## config.mk

```make
export PLATFORM = sky130hd
export DESIGN_NAME = life_gen_ctrl
export DESIGN_NICKNAME = d
export VERILOG_FILES = /design/src/rtl/life_gen_ctrl.sv
export SDC_FILE = /design/constraint.sdc
export NUM_CORES = 1
export LEC_CHECK = 0
export ABC_CLOCK_PERIOD_IN_PS = 4260
export BUFFER_PORTS_ARGS = -buffer_cell sky130_fd_sc_hd__buf_2
export CAP_MARGIN = 20
export CORE_MARGIN = 2
export CORE_UTILIZATION = 40
export CTS_BUF_LIST = sky130_fd_sc_hd__clkbuf_8
export DETAILED_ROUTE_END_ITERATION = 8
export PLACE_DENSITY_LB_ADDON = 0.12
export SLEW_MARGIN = 10
export SYNTH_ARGS = -nofsm -noshare
export SYNTH_HDL_FRONTEND = slang
export SYNTH_SLANG_ARGS = --single-unit
```

## constraint.sdc

```tcl
create_clock -name clk -period 4.26 [get_ports clk]
set_input_delay 0.852 -clock clk [delete_from_list [all_inputs] [get_ports clk]]
set_output_delay 0.852 -clock clk [all_outputs]
set_load 0.01 [all_outputs]
```

## src/rtl/life_gen_ctrl.sv

```systemverilog
// life_gen_ctrl: sequencer for a Game-of-Life cell-register bank.
// Loads an initial pattern row by row through a valid/ready handshake, then
// issues a global "latch next state" pulse once per generation: single step,
// a limited run of N generations, or free-run.
// Optional feature macro: LIFE_GEN_PERIOD_EN adds a step_period input that
// spaces RUN pulses step_period+1 cycles apart.
module life_gen_ctrl #(
  parameter int ROWS  = 8,
  parameter int COLS  = 8,
  parameter int GEN_W = 16
) (
  input  logic             clk,
  input  logic             reset,
  input  logic             load_valid,
  output logic             load_ready,
  input  logic [COLS-1:0]  load_row,
  input  logic             start,
  input  logic             step,
  input  logic             stop,
  input  logic [GEN_W-1:0] gen_limit,
`ifdef LIFE_GEN_PERIOD_EN
  input  logic [GEN_W-1:0] step_period,
`endif
  output logic [ROWS-1:0]  row_we,
  output logic [COLS-1:0]  row_data,
  output logic             gen_we,
  output logic             busy,
  output logic             done,
  output logic [GEN_W-1:0] gen_count
);

  localparam int PTR_W = (ROWS > 1) ? $clog2(ROWS) : 1;
  localparam logic [PTR_W-1:0] PTR_LAST = PTR_W'(ROWS - 1);
  localparam logic [ROWS-1:0]  ROW_ONE  = ROWS'(1);
  localparam logic [GEN_W-1:0] CNT_MAX  = {GEN_W{1'b1}};

  typedef enum logic [1:0] {
    IDLE = 2'd0,
    RUN  = 2'd1,
    DONE = 2'd2
  } state_t;

  state_t           state;
  logic [PTR_W-1:0] row_ptr;
  logic [GEN_W-1:0] limit_reg;
  logic [GEN_W-1:0] count_inc;
  logic             run_pulse;

`ifdef LIFE_GEN_PERIOD_EN
  logic [GEN_W-1:0] period_reg;
  logic [GEN_W-1:0] period_cnt;
`endif

  // Host may hand over a row only while idle and not in the middle of launching a run.
  assign load_ready = (state == IDLE) && !start;

  // Saturating increment of the generation counter.
  assign count_inc = (gen_count == CNT_MAX) ? gen_count : gen_count + 1'b1;

  // Whether the current RUN cycle is a pulse cycle.
`ifdef LIFE_GEN_PERIOD_EN
  assign run_pulse = (period_cnt == '0);
`else
  assign run_pulse = 1'b1;
`endif

  // Sequencer: state, row pointer, generation bookkeeping and all registered outputs.
  always_ff @(posedge clk) begin
    if (reset) begin
      state     <= IDLE;
      row_ptr   <= '0;
      limit_reg <= '0;
      gen_count <= '0;
      row_we    <= '0;
      row_data  <= '0;
      gen_we    <= 1'b0;
      busy      <= 1'b0;
      done      <= 1'b0;
`ifdef LIFE_GEN_PERIOD_EN
      period_reg <= '0;
      period_cnt <= '0;
`endif
    end else begin
      // Write enables are single-cycle strobes unless re-asserted below.
      row_we <= '0;
      gen_we <= 1'b0;

      unique case (state)
        IDLE: begin
          if (start) begin
            state     <= RUN;
            busy      <= 1'b1;
            done      <= 1'b0;
            gen_count <= '0;
            limit_reg <= gen_limit;
            row_ptr   <= '0;
`ifdef LIFE_GEN_PERIOD_EN
            period_reg <= step_period;
            period_cnt <= '0;
`endif
          end else begin
            if (load_valid) begin
              row_we   <= ROW_ONE << row_ptr;
              row_data <= load_row;
              row_ptr  <= (row_ptr == PTR_LAST) ? '0 : row_ptr + 1'b1;
            end
            if (step) begin
              gen_we    <= 1'b1;
              gen_count <= count_inc;
            end
          end
        end

        RUN: begin
          if (stop) begin
            // Abort wins over a pulse and over a coincident limit hit.
            state <= IDLE;
            busy  <= 1'b0;
          end else if (run_pulse) begin
            gen_we    <= 1'b1;
            gen_count <= count_inc;
`ifdef LIFE_GEN_PERIOD_EN
            period_cnt <= period_reg;
`endif
            if ((limit_reg != '0) && (count_inc == limit_reg)) begin
              state <= DONE;
              busy  <= 1'b0;
              done  <= 1'b1;
            end
          end else begin
`ifdef LIFE_GEN_PERIOD_EN
            period_cnt <= period_cnt - 1'b1;
`endif
          end
        end

        DONE: begin
          if (start) begin
            state     <= RUN;
            busy      <= 1'b1;
            done      <= 1'b0;
            gen_count <= '0;
            limit_reg <= gen_limit;
            row_ptr   <= '0;
`ifdef LIFE_GEN_PERIOD_EN
            period_reg <= step_period;
            period_cnt <= '0;
`endif
          end else if (stop) begin
            state <= IDLE;
            done  <= 1'b0;
          end
        end

        default: begin
          state <= IDLE;
          busy  <= 1'b0;
          done  <= 1'b0;
        end
      endcase
    end
  end

endmodule

```

Word-level counts from Yosys, hierarchy flattened

Index checks and enable logic that the tools add are counted.

Flip-flop bits (word level): 56
Input bits: 30

$add $sub $neg: 2
Equality and inequality tests: 14
Shift-type cells: 1
Multiplexer cells: 31
Bitwise logic cells: 3
Reductions and logical operators: 16

Operators by type and width:

| cell                                                              | count |
|---|---|
| 16-bit 2-to-1 mux                                                 | 5 |
| 16-bit one-hot mux with 3 select lines                            | 1 |
| 16-bit by 1-bit adder with 16-bit output, second input constant   | 1 |
| 16-bit equality test                                              | 1 |
| 16-bit equality test, second input constant                       | 1 |
| 16-bit nonzero test                                               | 1 |
| 3-bit 2-to-1 mux                                                  | 4 |
| 3-bit != test, second input constant                              | 4 |
| 1-bit 2-to-1 mux                                                  | 11 |
| 2-bit 2-to-1 mux                                                  | 5 |
| 3-bit AND reduction                                               | 3 |
| 2-bit != test, second input constant                              | 4 |
| 4-bit AND reduction                                               | 2 |
| 1-bit by 3-bit left shift with 8-bit output, first input constant | 1 |
| 2-bit one-hot mux with 3 select lines                             | 1 |
| 3-bit one-hot mux with 2 select lines                             | 1 |
| 1-bit one-hot mux with 2 select lines                             | 2 |
| 2-bit AND reduction                                               | 2 |
| 4-bit OR reduction                                                | 1 |
| 3-bit by 1-bit adder with 3-bit output, second input constant     | 1 |
| 3-bit equality test, second input constant                        | 1 |
| 1-bit inverter                                                    | 3 |
| 1-bit one-hot mux with 3 select lines                             | 1 |
| 3-bit nonzero test                                                | 1 |
| 8 further kinds                                                   | 9 |

Depth between registers and ports, before layout

Depth after elaboration: 7
Depth in mapped cells: 10

Worst setup path before layout

Ideal clock, no wire load.

Kind: flip-flop to flip-flop
Start point: reg gen_count[0]
End point: reg state[0]
Data arrival time: 3.176 ns
Slack: 0.963 ns
Cell stages (with the launch flop): 10
Period minus slack after synthesis: 3.297 ns
Path through: dfxtp_1 -> ha_1 -> nand3_1 -> nor4_1 -> o21ai_0 -> xnor2_1 -> or4_4 -> nor4_4 -> o21ai_2 -> mux2_4

Word-level cells in the longest chain between the ends: 6
Elaborated cells on any way between the ends: 7
Classes of those cells: 1 x add/sub; 3 x eq/ne; 1 x mux; 2 x reduce/logical

Ends and longest elaborated chain:

| element                                                                          | line | text |
|---|---|---|
| from (decl)                                                                      | 29   | `output logic [GEN_W-1:0] gen_count` |
| from (signal assigned)                                                           | 109  | `gen_count <= count_inc;` |
| from (signal assigned)                                                           | 121  | `gen_count <= count_inc;` |
| 16-bit by 1-bit adder with 16-bit output or 16-bit equality test (tied branches) | 58   | `assign count_inc = (gen_count == CNT_MAX) ? gen_count : gen_count + 1'b1;` |
| 16-bit 2-to-1 mux *                                                              | 58   |  |
| 16-bit equality test *                                                           | 125  | `if ((limit_reg != '0) && (count_inc == limit_reg)) begin` |
| 1-bit logical AND *                                                              | 125  |  |
| 3-bit != test (no line) *                                                        | n/a  |  |
| 3-bit AND reduction (no line) *                                                  | n/a  |  |
| to (signal assigned)                                                             | 117  | `state <= IDLE;` |
| to (signal assigned)                                                             | 126  | `state <= DONE;` |
| to (signal assigned)                                                             | 139  | `state <= RUN;` |
| to (decl)                                                                        | 43   | `state_t state;` |

Every way passes the cells marked *; elsewhere a longest branch is shown, timed or not.
A chain may end at the register's enable or synchronous reset.

Worst setup path in the final report

Start point: reg gen_count[0]
End point: reg busy

Word-level cells in the longest chain between the ends: 6
Elaborated cells on any way between the ends: 7
Classes of those cells: 1 x add/sub; 3 x eq/ne; 1 x mux; 2 x reduce/logical

Ends and longest elaborated chain:

| element                                                                          | line | text |
|---|---|---|
| 16-bit by 1-bit adder with 16-bit output or 16-bit equality test (tied branches) | 58   |  |
| 16-bit 2-to-1 mux *                                                              | 58   |  |
| 16-bit equality test *                                                           | 125  |  |
| 1-bit logical AND *                                                              | 125  |  |
| 3-bit != test (no line) *                                                        | n/a  |  |
| 2-bit AND reduction (no line) *                                                  | n/a  |  |
| to (signal assigned)                                                             | 118  | `busy <= 1'b0;` |
| to (signal assigned)                                                             | 127  | `busy <= 1'b0;` |
| to (signal assigned)                                                             | 140  | `busy <= 1'b1;` |
| to (decl)                                                                        | 27   | `output logic busy,` |

Marked as above.

==> impl_metrics.py <==
metrics = {
    "global_route": {
        "grt_antenna_before_repair": 0,
        "grt_pass1_wl_mm": 14.0,
        "grt_max_degree": 52,
        "track_usage_pct": 20.4,
        "first_global_vias": 2812,
        "gr-total-overflow": 0,
    },
    "setup_path": {
        "crit_chain": "ha_1 -> nand3_1 -> nor4_1 -> buf_4 -> o21ai_0 -> xnor2_1 -> or4_4 -> nor4_4 -> o21ai_0 -> a211oi_2",
        "slowest_stage": "or4_4",
        "required_ns": 4.48,
        "crit_path_max_fanout": 9,
        "critPathArrivalTime_ns": 3.38,
        "critPathMaxStageDelay_ns": 0.52,
        "worst-setup-path-type": "flop to flop",
        "end_kind": "flop",
        "cpMostUsedCell": "o21ai_0",
        "crit_path_start_kind": "flop",
    },
    "layout": {
        "final_core_util_pct": 47.0,
        "layout-drive-gt1-share_pct": 19.9,
        "final_cell_mix": "buf_2, a21oi_1, dfxtp_1, nand2_1, nor2_1",
        "syn2layout_area_growth_pct": 14.9,
        "fin_area_um2": 3600,
        "final_common_cell": "buf_2",
        "fin_nets": 492,
        "antenna_cells": 0,
    },
    "timing": {
        "worst_slew_pin_slew_ns": 1.09,
        "relSlewSlack_pct": 27.3,
        "slew_viol_final": 0,
        "fin_crit_sh_pct": 74.3,
        "rsz0062_at_grt": "no",
        "fin_crit_ns": 3.16,
        "tns_ns": 0,
        "max_freq_mhz": 316,
        "finalHoldViolCount": 0,
        "clock_skew_ns": 0.00536,
        "setup_viol": 0,
    },
    "yosys": {
        "synth_edf_count": 0,
        "synth_top_area_share_pct": 35.8,
        "synthCells": 402,
        "synth_area_leaders": "dfxtp_1, a21oi_1, nand2_1",
        "ys_seq_elements": 56,
        "ys.flop_type": "dfxtp_1",
        "avgSynthCellArea_um2": 7.79,
        "synthArstFlopShare_pct": 0,
        "synthDistinctLibCells": 55,
        "yosysSeqAreaShare_pct": 35.8,
        "yosys.area.top_type": "dfxtp_1",
        "syn_nets": 443,
        "syn_area_um2": 3130,
        "ys_warn_count": 0,
    },
    "clock_network": {
        "ctsHoldBuffers": 0,
        "tritoncts": "built",
        "clockBufferDepth": 2,
        "numCtsBuffers": 5,
        "cts.sinks": 56,
        "root_buffer": "clkbuf_8",
        "cts_resized": 0,
        "ctsHtreeMaxLevel": 2,
        "clock_latency_ns": 0.31,
        "clk_pin_slew_ns": 0.10,
        "cts_setup_buffers": 0,
    },
    "floorplan": {
        "core_um2": 7650,
        "die_h_um": 92.5,
        "num_io_pins": 66,
        "die_w_um": 92.5,
        "die_area_um2": 8550,
        "start_util_pct": 41.0,
        "num_rows": 32,
    },
    "power_and_ir_drop": {
        "ir_drop_mv": 0.163,
        "p_leak_nw": 1.42,
        "power_density_nw_per_um2": 333,
    },
    "detailed_routing": {
        "via_count": 3091,
        "detail-route-antenna-nets": 0,
        "drt_iter0_markers": 159,
        "drt_pass1_iterations": 5,
        "wl_per_cell_um": 15.6,
        "drt_wl_total_mm": 8.64,
        "drc": 0,
        "avgViaCountPerCell": 5.58,
    },
    "place": {
        "port_buffers": 65,
        "hpwl_mm": 6.25,
        "post_dp_cell_area_um2": 3490,
        "gp_congestion": 0.915,
    },
    "min_path": {
        "hp-class": "flop to flop",
    },
    "job": {
        "cap_violations": 0,
    },
    "run_status": {
        "status": "completed",
    },
}
[metrics by stage]
step | hold WS [ns] | power (mW) | instances | setup slack [ns]
after floorplan | 0.449 | 0.804 | 402 | 0.963
after CTS | 0.463 | 1.21 | 553 | 1.11
after global placement | 0.439 | 0.898 | 545 | 1.25
after detailed placement | 0.447 | 0.899 | 545 | 1.15
after global routing | 0.487 | 1.27 | 554 | 0.861
final | 0.459 | 1.20 | 554 | 1.10
[routing by layer]
metal	share of wire, %	vias to the layer above	GRT usage (%)	wire, µm
li1	-	1554	-	-
met1	45	1442	26.2	3890
met2	48	84	35.3	4120
met3	5.6	11	3.50	487
met4	1.6	0	5.60	134
met5	0	-	0	0
[path summary, 6_finish.rpt]
check	endpoint	startpoint	slack [ns]	depth (start not counted)
max	busy$_SDFFE_PP0P_	gen_count[0]$_SDFFE_PP0P_	1.10	10
max reg2reg	busy$_SDFFE_PP0P_	gen_count[0]$_SDFFE_PP0P_	1.10	10
min	row_data[6]$_SDFFE_PP0P_	row_data[6]$_SDFFE_PP0P_	0.46	2
min reg2reg	row_data[6]$_SDFFE_PP0P_	row_data[6]$_SDFFE_PP0P_	0.46	2
[where the power goes]
group          switching, mW  total [mW]  internal, mW
combinational          0.180       0.302         0.122
clock                  0.174       0.308         0.133
sequential            0.0347       0.589         0.554
total                  0.389        1.20         0.809
[critical path, delay by kind of cell, from the launching register on]
kind | cells | cell delay, ns
AND/OR/NAND/NOR | 4 | 1.37
AO/OA/AOI/OAI | 3 | 0.54
flip-flops | 1 | 0.47
adder cells (fa/ha/maj) | 1 | 0.34
buffers and inverters | 1 | 0.22
XOR/XNOR | 1 | 0.14
[synthesized netlist by cell type, drive strengths merged (3+ instances only)]
master and n:
a21oi 56, dfxtp 56, nand2 53, nor2 21
o21ai 19, nand3 17, clkbuf 16, nor3 16
buf 12, ha 11, inv 11, xnor2 11
and2 9, nand4 9, a31oi 8, nor4 8
nor2b 7, and4 6, or4 5, a41oi 4
and3 4, nor3b 4, o2111ai 3, or2 3
[cell type report]
cell class / count / area, µm²
tap: 102 / 128
sequential: 56 / 1120
timing repair buffer: 70 / 363
clock inverter: 2 / 13.8
inverter: 11 / 41.3
fill: 829 / 4050
multi-input combinational: 307 / 1850
clock buffer: 6 / 82.6
[kinds of logic (layout without fill, tap and decap cells)]
group	Yosys count	in the layout	synth area share, %
simple gates	168	168	28.5
compound gates	114	114	22.0
flops	56	56	35.8
buf+inv	39	89	5.19
xor+xnor	13	13	3.64
fa+ha+maj	11	11	4.39
mux	1	1	0.479
Power figures use the tool's default switching activity.
